File: config.mk
export PLATFORM = sky130hd
export DESIGN_NAME = modulo_demux1_4
export DESIGN_NICKNAME = d
export VERILOG_FILES = /design/src/rtl/modulo_demux1_4.sv
export SDC_FILE = /design/constraint.sdc
export NUM_CORES = 1
export LEC_CHECK = 0
export BUFFER_PORTS_ARGS = -buffer_cell sky130_fd_sc_hd__buf_2
export CAP_MARGIN = 20
export CORE_AREA = 4 4 41 43
export CTS_CLUSTER_DIAMETER = 200
export CTS_CLUSTER_SIZE = 20
export DETAILED_ROUTE_END_ITERATION = 8
export DIE_AREA = 0 0 45 47
export GPL_ROUTABILITY_DRIVEN = 0
export PLACE_DENSITY_LB_ADDON = 0.05
export SYNTH_ARGS = -nofsm -noshare
export SYNTH_HDL_FRONTEND = slang
export SYNTH_SLANG_ARGS = --single-unit
File: constraint.sdc
create_clock -name clk -period 3.35 [get_ports clk]
set_clock_uncertainty 0.15 [all_clocks]
set_input_delay 0.5025 -clock clk [delete_from_list [all_inputs] [get_ports clk]]
set_output_delay 0.5025 -clock clk [all_outputs]
set_load 0.02 [all_outputs]
File: src/rtl/modulo_demux1_4.sv
// Receive side of the 4:1 time-multiplexed link: steps the upstream mux select,
// collects one sample per slot and publishes the rebuilt 4-channel frame.
module modulo_demux1_4 #(
  parameter int unsigned DATA_W = 1
) (
  input  logic                  clk,
  input  logic                  reset_n,
  input  logic                  input_valid,
  input  logic [DATA_W-1:0]     input_d,
  input  logic                  input_sync,
  output logic [1:0]            out_sel,
  output logic [4*DATA_W-1:0]   out_e,
  output logic                  out_frame_valid,
  output logic                  out_frame_err
);

  typedef enum logic [0:0] {
    IDLE    = 1'b0,
    COLLECT = 1'b1
  } state_t;

  state_t                   state, state_nxt;
  logic [1:0]               sel_nxt;
  logic [3:1][DATA_W-1:0]   shadow, shadow_nxt;
  logic [4*DATA_W-1:0]      e_nxt;
  logic                     fv_nxt, fe_nxt;

  always_ff @(posedge clk or negedge reset_n) begin
    if (!reset_n) begin
      state           <= IDLE;
      out_sel         <= '0;
      shadow          <= '0;
      out_e           <= '0;
      out_frame_valid <= 1'b0;
      out_frame_err   <= 1'b0;
    end else begin
      state           <= state_nxt;
      out_sel         <= sel_nxt;
      shadow          <= shadow_nxt;
      out_e           <= e_nxt;
      out_frame_valid <= fv_nxt;
      out_frame_err   <= fe_nxt;
    end
  end

  always_comb begin
    state_nxt  = state;
    sel_nxt    = out_sel;
    shadow_nxt = shadow;
    e_nxt      = out_e;
    fv_nxt     = 1'b0;
    fe_nxt     = 1'b0;
    if (input_valid) begin
      unique case (state)
        IDLE: begin
          if (input_sync) begin
            shadow_nxt[3] = input_d;
            sel_nxt       = 2'd1;
            state_nxt     = COLLECT;
          end
        end
        COLLECT: begin
          if (input_sync) begin
            // Re-sync: drop the partial frame and restart on this sample
            fe_nxt        = 1'b1;
            shadow_nxt[3] = input_d;
            sel_nxt       = 2'd1;
          end else if (out_sel == 2'd3) begin
            e_nxt     = {shadow, input_d};
            fv_nxt    = 1'b1;
            sel_nxt   = 2'd0;
            state_nxt = IDLE;
          end else begin
            unique case (out_sel)
              2'd1:    shadow_nxt[2] = input_d;
              2'd2:    shadow_nxt[1] = input_d;
              default: ;
            endcase
            sel_nxt = out_sel + 2'd1;
          end
        end
        default: state_nxt = IDLE;
      endcase
    end
  end

endmodule

== Word level (Yosys, flattened, before mapping) ==
Cells that the tools add are included.
Word-level totals
  bits of input ports: 5
  bits in registers: 12
  output and inout port bits: 8
Operators by class
  bitwise gates (word level): 3
  add/subtract/negate cells: 1
  mux-type cells: 15
  reductions and logical operators: 5
  equality and inequality tests: 4
Operators with widths (count)
  $mux 1: 10
  $reduce_and 5->1: 2
  $mux 2: 3
  $eq 2x2->1 const B: 2
  $pmux 2 s2: 1
  $reduce_and 2->1: 2
  $reduce_and 4->1: 1
  $not 1->1: 3
  $add 2x1->2 const B: 1
  $eq 2x1->1 const B: 1
  $ne 2x2->1 const B: 1
  $pmux 1 s2: 1

== Longest topological paths before layout ==
  depth after elaboration: 5
  mapped depth: 4
  gate-level depth less buffers: 4

== Worst setup path after synthesis ==
Ideal clock, no wire load.
  path kind: register to register
  start point: reg out_sel[0]
  end point: reg out_e[0]
  slack: 1.721 ns
  buffers on the path: 0
  stages on the path, launching flop included: 5
  arrival time: 1.354 ns
  period minus slack after synthesis: 1.629 ns
  setup time: 0.125 ns
  cells stage by stage: dfrtp_1 -> ha_1 -> and2_2 -> nand3b_4 -> mux2_2
Between the ends
  longest elaborated chain between the ends: 2
RTL lines
  start: declaration: RTL line 11  | output logic [1:0] out_sel,
  start signal: assignment: RTL line 38  | out_sel <= sel_nxt;
  $eq 2x2->1: RTL line 68  | end else if (out_sel == 2'd3) begin
  $reduce_and 4->1 (no line)
  end signal: assignment: RTL line 40  | out_e <= e_nxt;
  end: declaration: RTL line 12  | output logic [4*DATA_W-1:0] out_e,
No other way between the ends.
A chain may end at the register's enable or synchronous reset.

== Worst setup path after layout ==
  start point: reg out_sel[0]
  end point: reg shadow[0] (netlist name)
Between the ends
  longest elaborated chain between the ends: 3
  elaborated cells on any way between the ends: 4
  classes of those cells: 2 x eq/ne; 1 x bitwise; 1 x reduce/logical
RTL lines
  $eq 2x2->1: RTL line 68
  $not 1->1 (no line)
  $reduce_and 5->1 (no line) (*)
  end signal: assignment: RTL line 39  | shadow <= shadow_nxt;
  end: declaration: RTL line 24  | logic [3:1][DATA_W-1:0] shadow, shadow_nxt;
Every way passes the cells marked *; elsewhere a longest branch is shown, timed or not.

==> impl_metrics.yaml <==
clock_network:
  clk_latency_ns: 0.26
  clk_path_buf_depth: 2
  cts_buffers: 3
  clock_tree.root_cell: "clkbuf_4"
  cts_tree: "built"
  clkTransAtPathRegs_ns: 0.08
  clock_sinks: 12
  h-tree-depth: 1
  cts_setup_buffers: 0
route:
  routed_wl_um: 969
  first_pass_iters: 3
  wl_per_cell_um: 13.3
  ant_nets: 0
  vias: 358
  vias_per_cell: 4.90
  drcViolationCount: 0
  drtIter0Drc: 2
setup_path:
  cpMaxStageDelayCell: "dfrtp_1"
  critPathMaxStageDelay_ns: 0.44
  cp_max_fo: 6
  critPathBufInv: 0
  cp.depth: 4
  r2r_slack_ns: 1.72
  path_delay_family: "flip-flops"
  r2r-end: "shadow[0]"
  end_kind: "flop"
  criticalPathCategory: "reg -> reg"
  rr_worst_depth: 4
  timing.rr.start: "out_sel[0]"
  cp_cell_sequence: "ha_1, and4bb_1, nand2_1, mux2_1"
  startpoint: "out_sel[0]"
  required_ns: 3.34
  critPathLaunchType: "flop"
  crit_end: "shadow[0]"
  arrival_ns: 1.62
sta:
  hold_viol_final: 0
  post-route-period-util: 0.486
  fin_crit_ns: 1.63
  fin_hold_ws_ns: 0.338
  fin_tns_setup_ns: 0
  worstMarginPinSlew_ns: 0.254
  setup_viol: 0
  final_max_slew_viol_count: 0
  grt_setup_unrepaired: "no"
  max_freq_ghz: 0.614
  slew_headroom: 0.831
floorplanning:
  core_um2: 1300
  io_pins: 13
  start_util: 0.411
  fp.dieW_um: 45
  die_area_um2: 2120
  row_count: 13
  die_h_um: 47
synthesis:
  yosysWarnings: 0
  synth_nets: 49
  synth_area_leaders: "dfrtp_1 (56%), mux2_2 (11%), ha_1 (7.0%)"
  ys_ff_latch: 12
  syn_inst: 41
  synth.top_cell.area_share: 0.562
  ys_types: 14
  avgSynthCellArea_um2: 13.0
  yosysSeqAreaShare: 0.562
  yosys.area.top_type: "dfrtp_1"
  synth_area_um2: 534
run:
  cap_viol_max_count: 0
finish:
  n_fill_cell: 120
  syn_to_final_growth_pct: 23.4
  seqCellArea_um2: 300
  antenna_cells: 0
  final_nets: 67
  layout-drive-gt1-share: 0.414
  utilization: 0.507
  multi_input_comb_area_um2: 219
power_and_ir_drop:
  p_comb_frac: 0.365
  p_int_w: 0.000353
  cellLeakagePower_nw: 0.358
  power.switching_w: 0.000196
  swShare: 0.357
  power_w: 0.000550
  seqPwrFrac: 0.433
  ir_drop_mv: 0.370
  pwr-share-clk: 0.202
  powerDensity_nw_per_um2: 834
worst_hold_path:
  min_path_type: "in -> reg"
global_routing:
  grt_overflow: 0
  track_usage: 0.108
  grt_max_degree: 13
  grt_pass1_wl_mm: 1.65
  antenna_found_initial: 0
  grt_pass1_vias: 375
outcome:
  status: "finished clean"
place:
  hpwl_um: 781
  placement.io_buffers: 12
[power groups by stage]
stage	clock network, W	logic (W)	registers, W
2_1_floorplan	0	0.0000904	0.000281
3_3_place_gp	0	0.000191	0.000237
3_5_place_dp	0	0.000203	0.000242
4_1_cts	0.000113	0.000204	0.000238
5_1_grt	0.000121	0.000223	0.000245
6_report	0.000111	0.000200	0.000238
[cell usage in the layout (no fill, tap or decap)]
master / n
mux2_2: 5
dfrtp_1: 12
o22ai_1: 1
and3_2: 1
mux2_1: 2
buf_2: 12
ha_1: 3
clkbuf_8: 1
and4bb_1: 1
dlygate4sd3_1: 1
clkbuf_4: 3
o21ai_0: 2
inv_1: 4
nand2_1: 6
nand3b_4: 1
and2_2: 1
nor3b_1: 1
a2bb2oi_1: 1
[registers in the layout, summed over array words and instances (netlist names)]
signal and count:
out_frame_err 1, out_e 4, out_frame_valid 1, out_sel 2, state 1, shadow 3
[layer usage]
layer  vias to the layer above  routed length, um  track usage
met5                         -                  0            0
met4                         0                  5       0.0351
met3                         2                 53       0.0230
met1                       177                416        0.124
li1                        173                  -            -
met2                         6                493        0.201
[cell usage after synthesis]
cell type	number
dfrtp_1	12
a2bb2oi_1	1
nor3b_1	1
and4bb_1	1
o21ai_0	2
mux2_1	2
mux2_2	5
nand2_1	6
nand3b_4	1
ha_1	3
and3_2	1
o22ai_1	1
and2_2	1
inv_1	4
[logic make-up after synthesis]
kind of cell / share of synthesized area
compound gates: 0.0468
fa+ha+maj: 0.0703
buf+inv: 0.0281
mux: 0.148
flops: 0.562
simple gates: 0.145
[worst reg2reg max path, cell delays in order (launching register included)]
cell,delay [ns]
dfrtp_1,0.44
ha_1,0.24
and4bb_1,0.29
nand2_1,0.07
mux2_1,0.31
[repair_timing]
| item | in CTS | in global routing |
|---|---|---|
| endpoints found under the hold margin | 12 | 0 |
| hold buffers | 1 | 0 |
| resized for setup | 0 | 0 |
[per-stage QoR]
stage,worst slack [ns],instances,instance area (um2)
3_5_place_dp,1.74,68,613
5_1_grt,1.65,73,659
4_1_cts,1.72,73,659
6_report,1.72,73,659
2_1_floorplan,1.72,41,534
3_3_place_gp,1.78,68,613
[worst min-delay path by stage]
stage / from / endpoint / slack (ns) / cells after the start
floorplan: reset_n / out_e[0] / 0.06 / 0
global placement: reset_n / state / 0.24 / 1
detailed placement: reset_n / out_frame_err / 0.24 / 1
CTS: input_sync / out_sel[1] / 0.34 / 2
global route: out_e[1] / out_e[1] / 0.36 / 1
finish: input_sync / out_sel[1] / 0.34 / 2
[cell type report]
| cell class | count | share of cell area |
|---|---|---|
| Tap cell | 15 | 0.0285 |
| Inverter | 4 | 0.0228 |
| Sequential cell | 12 | 0.455 |
| Multi-Input combinational cell | 25 | 0.332 |
| Clock buffer | 4 | 0.0550 |
| Timing Repair Buffer | 13 | 0.106 |
Note: power is estimated with default switching activity, not from simulation.
